$ cat config.mk
export PLATFORM = sky130hd
export DESIGN_NAME = pc_fetch_seq_flat
export DESIGN_NICKNAME = d
export VERILOG_FILES = /design/src/rtl/pc_fetch_seq_if.sv /design/src/rtl/pc_fetch_seq.sv /design/src/flat_wrapper.sv
export SDC_FILE = /design/constraint.sdc
export NUM_CORES = 1
export LEC_CHECK = 0
export ABC_CLOCK_PERIOD_IN_PS = 4100
export CORE_MARGIN = 3
export CORE_UTILIZATION = 50
export DETAILED_ROUTE_END_ITERATION = 6
export PLACE_DENSITY = 0.85
export REMOVE_ABC_BUFFERS = 1
export SLEW_MARGIN = 15
export SYNTH_ARGS = -nofsm -noshare
export SYNTH_HDL_FRONTEND = slang
export SYNTH_SLANG_ARGS = --single-unit
$ cat constraint.sdc
create_clock -name clk_i -period 4.1 [get_ports clk_i]
set_clock_uncertainty 0.15 [all_clocks]
set_input_delay 0.41 -clock clk_i [delete_from_list [all_inputs] [get_ports clk_i]]
set_output_delay 0.41 -clock clk_i [all_outputs]
set_load 0.1 [all_outputs]
$ cat src/rtl/pc_fetch_seq_if.sv
// Fetch-side bundle: next-PC redirect input, instruction-memory req/gnt/rvalid port
// and the valid/ready instruction handoff to Issue.
interface pc_fetch_seq_if;
    logic [31:0] pc_next_i;
    logic        pc_next_valid_i;
    logic        instr_req_o;
    logic [31:0] instr_addr_o;
    logic        instr_gnt_i;
    logic        instr_rvalid_i;
    logic [31:0] instr_rdata_i;
    logic        instr_valid_o;
    logic [31:0] instr_rdata_o;
    logic [31:0] instr_pc_o;
    logic        instr_ready_i;
    logic        fetch_err_o;

    modport master (
        input  pc_next_i, pc_next_valid_i, instr_gnt_i, instr_rvalid_i, instr_rdata_i,
               instr_ready_i,
        output instr_req_o, instr_addr_o, instr_valid_o, instr_rdata_o, instr_pc_o,
               fetch_err_o
    );

    modport slave (
        output pc_next_i, pc_next_valid_i, instr_gnt_i, instr_rvalid_i, instr_rdata_i,
               instr_ready_i,
        input  instr_req_o, instr_addr_o, instr_valid_o, instr_rdata_o, instr_pc_o,
               fetch_err_o
    );
endinterface

$ cat src/rtl/pc_fetch_seq.sv
// Single-outstanding sequential instruction fetcher with next-PC redirect and stale-data discard.
// Macro PC_FETCH_MISALIGN_CHECK_EN enables the sticky misaligned-redirect flag fetch_err_o.
module pc_fetch_seq #(
    parameter logic [31:0] BOOT_ADDR = 32'h0000_0080
) (
    input logic            clk_i,
    input logic            rst_i,
    pc_fetch_seq_if.master bus
);
    localparam logic [31:0] BootPc = {BOOT_ADDR[31:2], 2'b00};

    typedef enum logic [1:0] {StIdle, StReq, StWait, StHold} state_e;

    state_e      state_q;
    logic [31:0] fetch_pc_q;
    logic [31:0] addr_q;
    logic [31:0] rdata_q;
    logic [31:0] pc_q;
    logic        discard_q;

    logic        redirect;
    logic [31:0] redirect_pc;
    logic [31:0] pc_target;

    always_comb begin
        redirect    = bus.pc_next_valid_i;
        redirect_pc = {bus.pc_next_i[31:2], 2'b00};
        // Address of the next request launched this cycle; a redirect wins over the held PC.
        pc_target   = redirect ? redirect_pc : fetch_pc_q;
    end

    always_ff @(posedge clk_i) begin
        if (rst_i) begin
            state_q    <= StIdle;
            fetch_pc_q <= BootPc;
            discard_q  <= 1'b0;
            addr_q     <= 32'h0;
            rdata_q    <= 32'h0;
            pc_q       <= 32'h0;
        end else begin
            if (redirect) begin
                fetch_pc_q <= redirect_pc;
            end
            unique case (state_q)
                StIdle: begin
                    state_q <= StReq;
                    addr_q  <= pc_target;
                end
                StReq: begin
                    // The in-flight request keeps its address; its response becomes stale.
                    if (redirect) begin
                        discard_q <= 1'b1;
                    end
                    if (bus.instr_gnt_i) begin
                        state_q <= StWait;
                    end
                end
                StWait: begin
                    if (bus.instr_rvalid_i) begin
                        if (discard_q || redirect) begin
                            discard_q <= 1'b0;
                            state_q   <= StReq;
                            addr_q    <= pc_target;
                        end else begin
                            rdata_q    <= bus.instr_rdata_i;
                            pc_q       <= addr_q;
                            fetch_pc_q <= fetch_pc_q + 32'd4;
                            state_q    <= StHold;
                        end
                    end else if (redirect) begin
                        discard_q <= 1'b1;
                    end
                end
                StHold: begin
                    if (bus.instr_ready_i || redirect) begin
                        state_q <= StReq;
                        addr_q  <= pc_target;
                    end
                end
                default: state_q <= StIdle;
            endcase
        end
    end

    assign bus.instr_req_o   = (state_q == StReq);
    assign bus.instr_addr_o  = addr_q;
    assign bus.instr_valid_o = (state_q == StHold);
    assign bus.instr_rdata_o = rdata_q;
    assign bus.instr_pc_o    = pc_q;

`ifdef PC_FETCH_MISALIGN_CHECK_EN
    logic err_q;

    always_ff @(posedge clk_i) begin
        if (rst_i) begin
            err_q <= 1'b0;
        end else if (redirect && (bus.pc_next_i[1:0] != 2'b00)) begin
            err_q <= 1'b1;
        end
    end

    assign bus.fetch_err_o = err_q;
`else
    logic unused_pc_low;
    assign unused_pc_low   = ^bus.pc_next_i[1:0];
    assign bus.fetch_err_o = 1'b0;
`endif
endmodule

$ cat src/flat_wrapper.sv
// flat-port wrapper written by rule: the top's interface ports become plain ports
module pc_fetch_seq_flat 
#(
    parameter logic [31:0] BOOT_ADDR = 32'h0000_0080
)
  (clk_i, rst_i, bus_pc_next_i, bus_pc_next_valid_i, bus_instr_gnt_i, bus_instr_rvalid_i, bus_instr_rdata_i, bus_instr_ready_i, bus_instr_req_o, bus_instr_addr_o, bus_instr_valid_o, bus_instr_rdata_o, bus_instr_pc_o, bus_fetch_err_o);
  pc_fetch_seq_if bus_i ();
  input logic clk_i;
  input logic rst_i;
  input wire logic [$bits(bus_i.pc_next_i)-1:0] bus_pc_next_i;
  input wire logic [$bits(bus_i.pc_next_valid_i)-1:0] bus_pc_next_valid_i;
  input wire logic [$bits(bus_i.instr_gnt_i)-1:0] bus_instr_gnt_i;
  input wire logic [$bits(bus_i.instr_rvalid_i)-1:0] bus_instr_rvalid_i;
  input wire logic [$bits(bus_i.instr_rdata_i)-1:0] bus_instr_rdata_i;
  input wire logic [$bits(bus_i.instr_ready_i)-1:0] bus_instr_ready_i;
  output wire logic [$bits(bus_i.instr_req_o)-1:0] bus_instr_req_o;
  output wire logic [$bits(bus_i.instr_addr_o)-1:0] bus_instr_addr_o;
  output wire logic [$bits(bus_i.instr_valid_o)-1:0] bus_instr_valid_o;
  output wire logic [$bits(bus_i.instr_rdata_o)-1:0] bus_instr_rdata_o;
  output wire logic [$bits(bus_i.instr_pc_o)-1:0] bus_instr_pc_o;
  output wire logic [$bits(bus_i.fetch_err_o)-1:0] bus_fetch_err_o;
  assign bus_i.pc_next_i = bus_pc_next_i;
  assign bus_i.pc_next_valid_i = bus_pc_next_valid_i;
  assign bus_i.instr_gnt_i = bus_instr_gnt_i;
  assign bus_i.instr_rvalid_i = bus_instr_rvalid_i;
  assign bus_i.instr_rdata_i = bus_instr_rdata_i;
  assign bus_i.instr_ready_i = bus_instr_ready_i;
  assign bus_instr_req_o = bus_i.instr_req_o;
  assign bus_instr_addr_o = bus_i.instr_addr_o;
  assign bus_instr_valid_o = bus_i.instr_valid_o;
  assign bus_instr_rdata_o = bus_i.instr_rdata_o;
  assign bus_instr_pc_o = bus_i.instr_pc_o;
  assign bus_fetch_err_o = bus_i.fetch_err_o;
  pc_fetch_seq #(.BOOT_ADDR(BOOT_ADDR)) u_core (.clk_i(clk_i), .rst_i(rst_i), .bus(bus_i));
endmodule
==> summary.md <==
| Metric | Value |
|---|---|
| Hold Fails Final Rpt | 0 |
| PostCTS Resize Cnt | 0 |
| Primary FF master, synth | dfxtp_1 |
| H-tree depth | 4 |
| Area of the core | 10500 um^2 |
| Reg-to-reg startpoint | u_core.state_q[0]$_SDFFE_PP0P_ |
| Total Wirelength | 14800 um |
| Global-route wire length before repair | 24500 um |
| FF-to-FF path depth | 7 |
| #FFs+latches synth | around 130 |
| Crit path required time | 3.54 ns |
| Die height | ~110 um |
| Fin crit share | a little under three quarters |
| GP Congestion | ~0.84 |
| Critical path endpoint category | output pin |
| Status | complete, no violations |
| WHS Path Cells | 3 |
| Pin count of the biggest net entering global routing | 109 |
| Worst slack, placed | 1.13 ns |
| Port bufs | 165 |
| Worst reg2reg endpoint | u_core.fetch_pc_q[13]$_SDFF_PP0_ |
| Clock latency on the worst-skew pair | 0.52 ns |
| Filler cell count | 776 |
| Max clock buf depth | 2 |
| CTS tree | yes |
| Slew Viols, Final | 0 |
| Leading area contributor after synthesis | dfxtp_1 |
| ANT nets after route | 0 |
| Post-route insts no fill | ~950 |
| Hold_sp | bus_instr_rdata_i[5] |
| Layout Area Growth over Synthesis | 41.6% |
| Number of global-route vias before repair | 4960 |
| Drt first pass iters | 5 |
| Max-cap check violation count | 0 |
| Die width | 111 um |
| Max Freq | 0.344 GHz |
| Clk slew on worst S/H paths | 0.06 ns |
| ANT cells | 0 |
| Initial Util | 52.2% |
| RSZ-0062 raised after global routing | no |
| Maximum fanout along the worst path | 5 |
| Worst VDD drop | between 0.2 and 0.3 mV |
| Top-count cell post-synth | nand2_1 |
| Dpl hpwl | 9690 um |
| Pleak | 2.80 nW |
| Setup bufs post-CTS | 0 |
| Vias | 5210 |
| Seq/Total Area, Yosys | 47.8% |
| Cell family with most CP delay | buffers and inverters |
| Initial antenna violation count | 0 |
| CP Data Arrival Time | 2.35 ns |
| Final instance area | 7770 um^2 |
| Worst Hold Path EP | u_core.bus.instr_rdata_o[5]$_SDFFE_PP0P_ |
| Setup CP Type | reg -> out |
| Post-Syn Instances | 661 |
| Setup TNS | 0 ns |
| Hold_buf cts | 0 |
| DR iter-0 viols | 415 |
| CTS Buf Count | 17 |
| DR vias/cell | ~5.5 |
| DRC | 0 |
| Post-Place Cells | 915 |
| Nets | 873 |
| Num ports | 169 |
| Slew HR | a little over a quarter |
| Async SR Flop Fraction | 0% |
| Fin worst setup slack | 1.19 ns |
| Synth top cells by count | nand2_1 (140), dfxtp_1 (131), a21oi_1 (85) |
| Rows | 37 |
| CP max-delay cell | clkdlybuf4s50_1 |
| R2R setup slack | 1.51 ns |
| CTS root buf | clkbuf_8 |
| Largest cells by area after synthesis | dfxtp_1 (48%), nand2_1 (9.6%), a21oi_1 (7.8%) |
| CP bufs+invs | 1 |
| CP Cell Sequence | ha_1 > clkdlybuf4s50_1 |
| Avg Cell Area, Syn | 8.30 um^2 |
| Yosys warns | 0 |
| Critical Path Start Type | flop |
| Post-synth EDFFs | 0 |
| Tmin final | about 2.9 ns |
| Netlist Area Pre-Place | 5490 um^2 |
| CTS sink count | about 130 |
| Count of final setup violators | 0 |
| Slowest stage delay, CP | ~1.2 ns |
| DP Area | 7140 um^2 |
| Cell variety after synth | 47 |
| Actual slew at the worst max-slew pin | 1.09 ns |
| Die area | 12300 um^2 |
| Worst Hold Class | in -> reg |
| Share of layout cells above drive strength 1 | 5.80% |
| Tot GR Track Use | 23.9% |
| WL/cell | 15.7 um |
| Global route total overflow | 0 |
| Pwr per Cell Area | 492 nW/um^2 |
| Synth top area share | 47.8% |
-- area by class of cell --
cell class	instances	area [um^2]	share of cell area, %
Clock buffer	21	449	5.78
Sequential cell	131	2620	33.8
Multi-Input combinational cell	471	2640	34.0
Clock inverter	11	176	2.27
Timing Repair Buffer	170	1680	21.6
Inverter	7	26.3	0.338
Tap cell	136	170	2.19
-- tightest hold or removal path: cells and delay by family --
family / cells / cell delay (ns)
and+or+nand+nor: 1 / 0.06
buffers and inverters: 1 / 0.40
AOI/OAI and AO/OA: 1 / 0.05
-- report_power, final --
group / total, mW / leakage [nW] / switching (mW) / internal (mW)
Sequential: 1.42 / 1.07 / 0.0686 / 1.35
Combinational: 0.832 / 1.43 / 0.600 / 0.232
Clock: 1.57 / 0.303 / 0.549 / 1.02
Total: 3.82 / 2.80 / 1.22 / 2.61
-- registers in the layout, summed over array words and instances (netlist names) --
register,count
u_core.bus.instr_rdata_o,32
u_core.fetch_pc_q,32
u_core.bus.instr_pc_o,32
u_core.bus.instr_addr_o,32
u_core.discard_q,1
u_core.state_q,2
-- how the worst max path moves through the flow --
stage | from | end | slack [ns] | cells past startpoint
2_1_floorplan | u_core.state_q[1]$_SDFFE_PP0P_ | u_core.bus.instr_addr_o[15]$_SDFFE_PP0P_ | -1.29 | 5
3_3_place_gp | bus_pc_next_valid_i | u_core.bus.instr_addr_o[18]$_SDFFE_PP0P_ | 1.25 | 7
3_5_place_dp | bus_pc_next_valid_i | u_core.bus.instr_addr_o[18]$_SDFFE_PP0P_ | 1.13 | 7
4_1_cts | u_core.state_q[0]$_SDFFE_PP0P_ | bus_instr_req_o | 1.18 | 2
5_1_grt | u_core.state_q[0]$_SDFFE_PP0P_ | bus_instr_req_o | 1.13 | 2
6_report | u_core.state_q[0]$_SDFFE_PP0P_ | bus_instr_req_o | 1.19 | 2
-- cells by family after synthesis --
group,count (synthesis),share of synthesized area [%]
and+or+nand+nor,265,21.9
AOI/OAI and AO/OA,164,18.2
buffers and inverters,59,4.36
muxes,28,5.18
adders and majority gates,5,1.14
other,1,0.0683
xor gates and xnor gates,8,1.28
DFF,131,47.8
-- routing by layer --
metal	global-route usage [%]	routed length, um
met5	0	0
met2	40.1	7210
met3	6.60	1090
met4	7.55	227
met1	29.9	6300
-- metrics by stage --
stage                     utilization [%]  power [mW]  hold WS (ns)
final                                73.9        3.82         0.296
after global routing                 73.9        3.97         0.290
after CTS                            73.9        3.85         0.276
after detailed placement             68.0        2.27         0.296
after global placement               68.0        2.25         0.291
after floorplan                         -        2.02         0.291
-- cells in the final DEF (no fill, tap or decap), types with 3 or more instances in the layout --
master,netlist,routed
a41oi_1,3,3
clkdlybuf4s50_1,0,163
and4_1,3,3
o21ai_0,9,9
bufinv_16,0,4
nor3_1,6,6
mux2i_1,25,25
a21oi_1,85,85
and2_1,6,6
buf_4,2,6
nand4_1,8,8
nor2_1,49,49
a31oi_1,7,7
clkinv_4,0,4
a22oi_1,7,7
clkbuf_16,0,16
or3_1,3,3
a21boi_0,3,3
nand2_1,140,139
xor2_1,7,7
nand3_1,15,15
a211oi_1,30,30
a21o_1,5,5
ha_1,5,5
a311oi_1,7,7
clkbuf_8,0,3
nor2b_1,4,4
and3_1,8,8
dfxtp_1,131,131
nand3b_1,4,4
inv_1,7,7
nand2b_1,7,7
mux2_2,3,3
nor3b_1,5,4
Power figures use the tool's default switching activity.
